### src/rtl/mantenimiento_scheduler.sv
// Maintenance request initiator: periodic one-cycle request pulse, acknowledge
// timeout with bounded retries, sticky fault, and saturating request/completion counters.
module mantenimiento_scheduler #(
    parameter int PERIOD      = 1000,
    parameter int ACK_TIMEOUT = 200,
    parameter int MAX_RETRIES = 3,
    parameter int TW          = 16
) (
    input  logic       clk,
    input  logic       reset,
    input  logic       enable,
    input  logic       force_req,
    input  logic       svc_done,
    input  logic       svc_fault,
    input  logic       fault_clr,
    output logic       req_pulse,
    output logic [2:0] state,
    output logic [7:0] req_count,
    output logic [7:0] done_count,
    output logic [7:0] retry_count,
    output logic       fault
);

    typedef enum logic [2:0] {
        ST_IDLE      = 3'd0,
        ST_COUNTDOWN = 3'd1,
        ST_REQUEST   = 3'd2,
        ST_WAIT_ACK  = 3'd3,
        ST_FAULT     = 3'd4
    } state_t;

    localparam logic [TW-1:0] PERIOD_LOAD = TW'(PERIOD - 1);
    localparam logic [TW-1:0] ACK_LOAD    = TW'(ACK_TIMEOUT - 1);
    localparam logic [7:0]    RETRY_LIMIT = 8'(MAX_RETRIES);

    state_t        state_q, state_d;
    logic [TW-1:0] timer_q, timer_d;
    logic [7:0]    req_cnt_q, req_cnt_d;
    logic [7:0]    done_cnt_q, done_cnt_d;
    logic [7:0]    retry_cnt_q, retry_cnt_d;

    always_ff @(posedge clk or posedge reset) begin
        if (reset) begin
            state_q     <= ST_IDLE;
            timer_q     <= '0;
            req_cnt_q   <= '0;
            done_cnt_q  <= '0;
            retry_cnt_q <= '0;
        end else begin
            state_q     <= state_d;
            timer_q     <= timer_d;
            req_cnt_q   <= req_cnt_d;
            done_cnt_q  <= done_cnt_d;
            retry_cnt_q <= retry_cnt_d;
        end
    end

    always_comb begin
        state_d     = state_q;
        timer_d     = timer_q;
        req_cnt_d   = req_cnt_q;
        done_cnt_d  = done_cnt_q;
        retry_cnt_d = retry_cnt_q;

        case (state_q)
            ST_IDLE: begin
                if (enable) begin
                    state_d = ST_COUNTDOWN;
                    timer_d = PERIOD_LOAD;
                end
            end

            ST_COUNTDOWN: begin
                // Disabling takes precedence over a forced request.
                if (!enable) begin
                    state_d = ST_IDLE;
                end else if (force_req || (timer_q == '0)) begin
                    state_d = ST_REQUEST;
                end else begin
                    timer_d = timer_q - TW'(1);
                end
            end

            ST_REQUEST: begin
                if (req_cnt_q != 8'hFF) begin
                    req_cnt_d = req_cnt_q + 8'd1;
                end
                timer_d = ACK_LOAD;
                state_d = ST_WAIT_ACK;
            end

            ST_WAIT_ACK: begin
                if (svc_fault) begin
                    state_d = ST_FAULT;
                end else if (svc_done) begin
                    state_d     = ST_COUNTDOWN;
                    timer_d     = PERIOD_LOAD;
                    retry_cnt_d = '0;
                    if (done_cnt_q != 8'hFF) begin
                        done_cnt_d = done_cnt_q + 8'd1;
                    end
                end else if (timer_q == '0) begin
                    if (retry_cnt_q == RETRY_LIMIT) begin
                        state_d = ST_FAULT;
                    end else begin
                        retry_cnt_d = retry_cnt_q + 8'd1;
                        state_d     = ST_REQUEST;
                    end
                end else begin
                    timer_d = timer_q - TW'(1);
                end
            end

            ST_FAULT: begin
                if (fault_clr) begin
                    state_d     = ST_IDLE;
                    retry_cnt_d = '0;
                end
            end

            default: begin
                state_d = ST_IDLE;
            end
        endcase
    end

    assign req_pulse   = (state_q == ST_REQUEST);
    assign fault       = (state_q == ST_FAULT);
    assign state       = state_q;
    assign req_count   = req_cnt_q;
    assign done_count  = done_cnt_q;
    assign retry_count = retry_cnt_q;

endmodule

### config.mk
export PLATFORM = sky130hd
export DESIGN_NAME = mantenimiento_scheduler
export DESIGN_NICKNAME = d
export VERILOG_FILES = /design/src/rtl/mantenimiento_scheduler.sv
export SDC_FILE = /design/constraint.sdc
export NUM_CORES = 1
export LEC_CHECK = 0
export ABC_AREA = 0
export CAP_MARGIN = 20
export CORE_MARGIN = 8
export CORE_UTILIZATION = 50
export CTS_CLUSTER_DIAMETER = 150
export DETAILED_ROUTE_END_ITERATION = 16
export PLACE_DENSITY_LB_ADDON = 0.08
export SYNTH_ARGS = -nofsm -noshare
export SYNTH_HDL_FRONTEND = slang
export SYNTH_SLANG_ARGS = --single-unit
### constraint.sdc
create_clock -name clk -period 3.4 [get_ports clk]
set_clock_uncertainty 0.05 [all_clocks]
set_input_delay 0.85 -clock clk [delete_from_list [all_inputs] [get_ports clk]]
set_output_delay 0.85 -clock clk [all_outputs]
set_load 0.005 [all_outputs]
==> results of run 1 <==
==> synthesized netlist by cell type (3+ instances only) <==
library cell / n
dfrtp_1: 43
nand2_1: 28
nor2_1: 20
o21ai_0: 17
nand3_1: 13
nand4_1: 10
xnor2_1: 9
a31oi_1: 6
inv_1: 6
nand2b_1: 6
nor3_1: 6
a21oi_1: 5
and3_1: 5
ha_1: 5
xor2_1: 5
buf_2: 4
or4_1: 4
a22o_1: 3
mux2_2: 3
o22a_1: 3
o31ai_1: 3
==> cell families (layout without fill, tap and decap cells) <==
family | count (synthesis) | in the layout | share of synthesized area, %
buffers and inverters | 16 | 53 | 3.05
xor gates and xnor gates | 14 | 14 | 4.90
AOI/OAI and AO/OA | 58 | 58 | 16.8
and+or+nand+nor | 121 | 121 | 28.4
DFF | 43 | 43 | 43.0
adders and majority gates | 5 | 5 | 2.50
muxes | 3 | 3 | 1.35
==> worst paths after layout <==
kind / start / endpoint / slack [ns] / cells after the start
worst min register to register: done_count[6] / done_count[6] / 0.45 / 1
max in group asynchronous: reset / timer_q[15] / 2.01 / 3
min in group asynchronous: reset / retry_count[0] / 0.93 / 3
worst max register to register: timer_q[0] / timer_q[1] / 0.94 / 8
worst min-delay path: done_count[6] / done_count[6] / 0.45 / 1
worst max-delay path: state[1] / req_pulse / 0.57 / 2
==> worst reg2reg max path, cell delays in order, from the launching register on <==
cell and delay (ns):
dfrtp_1 0.42, inv_1 0.09, ha_1 0.19, nor4b_1 0.30, nand4_1 0.21, o21ai_2 0.30
a31o_2 0.41, inv_2 0.10, mux2_2 0.28
==> metrics by stage <==
stage	worst slack [ns]	instance area (um2)	utilization, %	total power [mW]	hold WS, ns
4_1_cts	0.543	3040	63.6	2.16	0.456
6_report	0.575	3040	63.6	2.14	0.450
5_1_grt	0.470	3040	63.6	2.29	0.478
3_3_place_gp	0.435	2910	60.8	1.65	0.436
2_1_floorplan	1.15	2500	-	1.36	0.415
3_5_place_dp	0.391	2910	60.8	1.66	0.441
==> layout by cell type, fill, tap and decap left out, drive strengths merged, types with 4 or more instances in the layout <==
master / Yosys / final
a21oi: 5 / 5
a31oi: 6 / 6
and3: 5 / 5
clkbuf: 2 / 5
clkdlybuf4s50: 0 / 35
dfrtp: 43 / 43
ha: 5 / 5
inv: 8 / 8
nand2: 28 / 28
nand2b: 7 / 7
nand3: 13 / 13
nand4: 10 / 10
nor2: 20 / 20
nor3: 7 / 7
nor4: 5 / 5
o21ai: 18 / 18
o22a: 4 / 4
or4: 6 / 6
xnor2: 9 / 9
xor2: 5 / 5
==> final cells by class <==
| cell class | instances | area (um2) | share of cell area [%] |
|---|---|---|---|
| Multi-Input combinational cell | 201 | 1350 | 44.4 |
| Sequential cell | 43 | 1080 | 35.3 |
| Clock inverter | 3 | 67.6 | 2.22 |
| Inverter | 8 | 30.0 | 0.986 |
| Clock buffer | 5 | 68.8 | 2.26 |
| Timing Repair Buffer | 37 | 365 | 12.0 |
| Tap cell | 67 | 83.8 | 2.75 |
==> registers in the layout, summed over array words and instances, names as in the netlist <==
name	cells
done_count	8
req_count	8
retry_count	8
state	3
timer_q	16
==> routing by layer <==
metal | up-vias | routed length [um]
met1 | 1032 | 2800
met4 | 0 | 83
met5 | - | 0
met3 | 7 | 292
met2 | 52 | 2630
li1 | 1038 | -
==> power by group through the flow <==
stage | sequential, mW | clock [mW] | combinational (mW)
2_1_floorplan | 0.771 | 0 | 0.587
3_3_place_gp | 0.847 | 0 | 0.803
3_5_place_dp | 0.849 | 0 | 0.814
4_1_cts | 0.842 | 0.494 | 0.821
5_1_grt | 0.869 | 0.510 | 0.913
6_report | 0.842 | 0.481 | 0.818
==> run_results.csv, run 1 <==
group,metric,value,unit
status,run_status,"completed",
synth,synth_largest_area_cell,"dfrtp_1",
synth,synth_edf_count,0,
synth,post_synth_inst_count,260,
setup_path,worstSetupPathType,"flip-flop to output port",
synth,syn_area,2500,um2
timing,fmax_achieved,354,MHz
die,die-height,86.8,um
finish,syn_to_final_growth,21.5,%
power_and_ir_drop,power.switching,0.812,mW
grt,grt_start_max_net_pins,44,
cts,htree_num_levels,2,
grt,grt_antenna_before_repair,0,
synth,asyncSetResetFlopFracSynth,100,%
synth,yosysWarnings,0,
cts,cts.root.buffer_cell,"clkbuf_8",
timing,finalHoldViolations,0,
setup_path,critPathCaptureType,"output port",
setup_path,worst-endpoint-arrival,1.93,ns
power_and_ir_drop,share_comb_of_total_power,38.2,%
finish,final_layout_size_suffix_gt1_share,11.4,%
routing,drt_iter0_markers,175,
grt,met1_usage,21.3,%
routing,post_detailed_routing_wire_length,5810,um
synth,postSynthRegisterBits,43,
cts,cts_tree,"built",
synth,synth.distinct_cells,62,
die,initial_core_util,52.3,%
power_and_ir_drop,seq_power_share,39.3,%
finish,post_layout_instance_count_excluding_filler_cells,364,
grt,grt_pass1_vias,2114,
finish,nNetsFinal,308,
cts,cts_hold_buf,0,
timing,layout_min_cycle_time,2.83,ns
synth,synth_sequential_area_ratio,43.0,%
finish,nFillCells,411,
grt,globalRouteTotalUtil,16.5,%
timing,fin_setup_tns,0,ns
cts,clkTransAtPathRegs,0.09,ns
timing,timing.slew.headroom,63.9,%
synth,synth_area_leaders,"dfrtp_1 (43%), nand2_1 (4.2%), o21ai_0 (3.4%), xnor2_1 (3.1%), nor2_1 (3.0%)",
power_and_ir_drop,leakagePower,1.25,nW
cts,cts_buffer_count,5,
setup_path,timing.critical_path.max_delay_family,"flip-flops",
placement,port_buffers,35,
die,coreArea,4790,um2
power_and_ir_drop,max-vdd-ir-drop,0.448,mV
grt,globalRouteMet3Util,4.35,%
job,drv.max_cap_violation_count,0,
setup_path,worst-path-buf-inv,1,
die,chipWidth,86.8,um
power_and_ir_drop,internal_power,1.33,mW
die,pin_count,36,
grt,global_route.peak_usage_layer,"met2",
cts,clock_insertion_delay_worst_skew,0.30,ns
die,placement_rows,25,
die,die_area,7530,um2
routing,vias,2129,
timing,timing.final.max_slew_violations,0,
cts,cts.repair.resized,0,
synth,synth_area_per_cell,9.63,um2
cts,cts_setup_buffers,0,
power_and_ir_drop,pwr-share-clk,22.5,%
routing,route.detailed.wl_per_inst,16.0,um
power_and_ir_drop,sw_frac_of_total,37.9,%
grt,grt_overflow_total,0,
timing,rsz0062_at_grt,"no",
setup_path,critical_path.slowest_cell,"dfrtp_1",
setup_path,worst-endpoint-required,2.50,ns
routing,drcViolationCount,0,
setup_path,critical_path_peak_fanout,16,
setup_path,critical_path.max_stage_delay,0.68,ns
placement,dp.final_hpwl,4170,um
timing,timing.final.crit_share,83.1,%
cts,cts-root-to-sink-buffers,2,
routing,via_per_inst,5.85,
setup_path,critPathLaunchType,"flip-flop",
placement,placed_cells_incl_taps,356,
synth,synthesis.nets,272,
grt,first_pass_grt_wire_length,10000,um
timing,worst_pin_slew,0.542,ns
worst_hold_path,timing.hold.worst.class,"flip-flop to flip-flop",
setup_path,crit_chain,"nor3b_2 -> clkdlybuf4s50_1",
routing,route.antenna.remaining_nets,0,
finish,num_antenna_cells,0,
timing,setup-violations-final,0,
routing,drt-pass1-iter-count,4,
synth,synth-main-ff-cell,"dfrtp_1",
power_and_ir_drop,p_per_area,704,nW/um2
synth,synth_top_area_share,43.0,%
cts,clock-sinks,43,
grt,global_route.usage.met2,26.0,%
placement,placer_congestion_estimate,0.828,
Note: power is estimated with default switching activity, not from simulation.
==> run 2: changes to the inputs <==
- clock period: 3.4 -> 2.8 ns (I/O delays scaled with it)
==> run 2 against run 1 <==
  * Critical path depth unchanged
  * Register-to-register slack lost 0.49 ns
  * Critical endpoint is now fault
  * Largest power group is now combinational cells
  * Core utilization unchanged
  * Flip-flop and latch count unchanged
  * Non-clock buffer count up 7
  * Power rose by 15%
  * Clock power shrank 20%
==> run_results.csv, run 2 (same netlist as run 1, synthesis figures left out) <==
group,metric,value,unit
status,run_status,"completed",
cts,clock-sinks,43,
grt,grt_start_max_net_pins,44,
grt,grt_antenna_before_repair,0,
setup_path,critical_path.max_stage_delay,0.58,ns
setup_path,worst-endpoint-arrival,1.81,ns
cts,clkTransAtPathRegs,0.08,ns
grt,first_pass_grt_wire_length,10200,um
setup_path,reg2regPathDepth,8,
power_and_ir_drop,p_per_area,810,nW/um2
setup_path,rrSetupSlack,0.45,ns
cts,cts-root-to-sink-buffers,2,
grt,grt_overflow_total,0,
grt,globalRouteTotalUtil,16.6,%
timing,worst_pin_slew,0.550,ns
placement,placer_congestion_estimate,0.811,
worst_hold_path,worst_hold_path.num_cells,1,
setup_path,critPathLaunchType,"flip-flop",
setup_path,r2r_end,"timer_q[1]",
timing,fin_setup_tns,0,ns
cts,cts_tree,"built",
timing,fmax_achieved,391,MHz
die,die-height,86.8,um
timing,timing.final.max_slew_violations,0,
power_and_ir_drop,internal_power,1.47,mW
setup_path,critical_path.slowest_cell,"dfrtp_1",
routing,post_detailed_routing_wire_length,5930,um
job,drv.max_cap_violation_count,0,
power_and_ir_drop,leakagePower,1.27,nW
finish,final_layout_size_suffix_gt1_share,13.5,%
finish,most_frequent_cells_in_the_layout,"dfrtp_1 (43), clkdlybuf4s50_1 (35), nand2_1 (28)",
routing,drt_iter0_markers,131,
routing,drt-pass1-iter-count,4,
routing,via_per_inst,5.69,
finish,num_antenna_cells,0,
routing,vias,2112,
cts,clock_insertion_delay_worst_skew,0.29,ns
cts,cts_hold_buf,0,
setup_path,worstSetupPathType,"flip-flop to output port",
power_and_ir_drop,max-vdd-ir-drop,0.440,mV
die,die_area,7530,um2
placement,port_buffers,35,
setup_path,worst_setup_path_endpoint,"fault",
finish,nFillCells,433,
finish,layout.core_utilization,63.6,%
setup_path,crit_chain,"nor3b_2 -> clkdlybuf4s50_1",
die,placement_rows,25,
die,chipWidth,86.8,um
setup_path,critPathCaptureType,"output port",
setup_path,critical_path_source,"state[0]",
power_and_ir_drop,pwr-share-clk,15.6,%
timing,timing.final.crit_share,91.4,%
setup_path,critical_path_peak_fanout,14,
finish,nNetsFinal,315,
grt,grt_pass1_vias,2146,
routing,route.detailed.wl_per_inst,16.0,um
die,initial_core_util,52.3,%
power_and_ir_drop,seq_power_share,40.6,%
cts,cts_buffer_count,5,
timing,finalHoldViolations,0,
cts,cts.root.buffer_cell,"clkbuf_8",
power_and_ir_drop,power.switching,0.995,mW
timing,setup-violations-final,0,
setup_path,worst-endpoint-required,2.05,ns
power_and_ir_drop,share_comb_of_total_power,43.9,%
power_and_ir_drop,sw_frac_of_total,40.3,%
finish,syn_to_final_growth,21.5,%
routing,drcViolationCount,0,
cts,htree_num_levels,2,
cts,cts_setup_buffers,0,
cts,cts.repair.resized,0,
finish,most_common_cell_after_layout_fill_and_taps_aside,"dfrtp_1",
routing,route.antenna.remaining_nets,0,
worst_hold_path,timing.hold.worst.class,"flip-flop to flip-flop",
die,coreArea,4790,um2
timing,timing.slew.headroom,63.3,%
placement,dp.final_hpwl,4350,um
finish,largest_register_ff_count,16,
timing,rsz0062_at_grt,"no",
timing,layout_min_cycle_time,2.56,ns
setup_path,r2r-start,"timer_q[0]",
die,pin_count,36,
finish,regMostFlops,"timer_q",
==> run 2: cell types whose count changed in the layout (fill, tap and decap cells not counted) <==
cell / delta
bufinv_16: -2
buf_4: +7
clkinv_2: +3
clkinvlp_4: -1
==> run 2: critical path, delay by kind of cell, from the launching register on <==
| family | cells | cell delay (ns) |
|---|---|---|
| buffers and inverters | 1 | 0.58 |
| DFF | 1 | 0.58 |
| and+or+nand+nor | 1 | 0.36 |
==> run 2: area by class of cell <==
class / count / area (um2) / share of cell area, %
clock buffers: 5 / 68.8 / 2.26
clock inverters: 3 / 15.0 / 0.493
inverters: 8 / 30.0 / 0.986
multi-input cells: 201 / 1350 / 44.4
flip-flops and latches: 43 / 1080 / 35.3
well taps: 67 / 83.8 / 2.75
repair buffers: 44 / 418 / 13.7
==> run 2: power by group through the flow <==
stage / Sequential (mW) / Clock [mW] / Combinational (mW)
2_1_floorplan: 0.936 / 0 / 0.713
3_3_place_gp: 1.00 / 0 / 1.06
3_5_place_dp: 1.00 / 0 / 1.08
4_1_cts: 0.997 / 0.397 / 1.09
5_1_grt: 1.03 / 0.424 / 1.20
6_report: 1.00 / 0.384 / 1.08
==> run 2: routing by layer <==
| metal | part of all wire [%] | global-route usage [%] |
|---|---|---|
| met5 | 0 | 0 |
| met4 | 1.1 | 5.48 |
| met3 | 4.9 | 4.44 |
| met2 | 45 | 25.5 |
| met1 | 49 | 21.9 |
==> run 2: through the flow <==
stage | power (mW) | std cells | setup slack [ns] | hold slack [ns] | instance area, um2
4_1_cts | 2.48 | 371 | 0.212 | 0.453 | 3040
3_5_place_dp | 2.08 | 363 | 0.130 | 0.437 | 2960
2_1_floorplan | 1.65 | 260 | 0.701 | 0.415 | 2500
5_1_grt | 2.65 | 371 | 0.137 | 0.465 | 3040
6_report | 2.47 | 371 | 0.240 | 0.448 | 3040
3_3_place_gp | 2.06 | 363 | 0.181 | 0.432 | 2960
==> run 2: how the worst min path moves through the flow <==
stage	to	startpoint	slack, ns
after global placement	done_count[6]	done_count[6]	0.43
after CTS	done_count[7]	done_count[7]	0.45
after floorplan	timer_q[10]	timer_q[10]	0.41
after detailed placement	done_count[7]	done_count[7]	0.44
after global routing	done_count[7]	done_count[7]	0.46
final	done_count[6]	done_count[6]	0.45
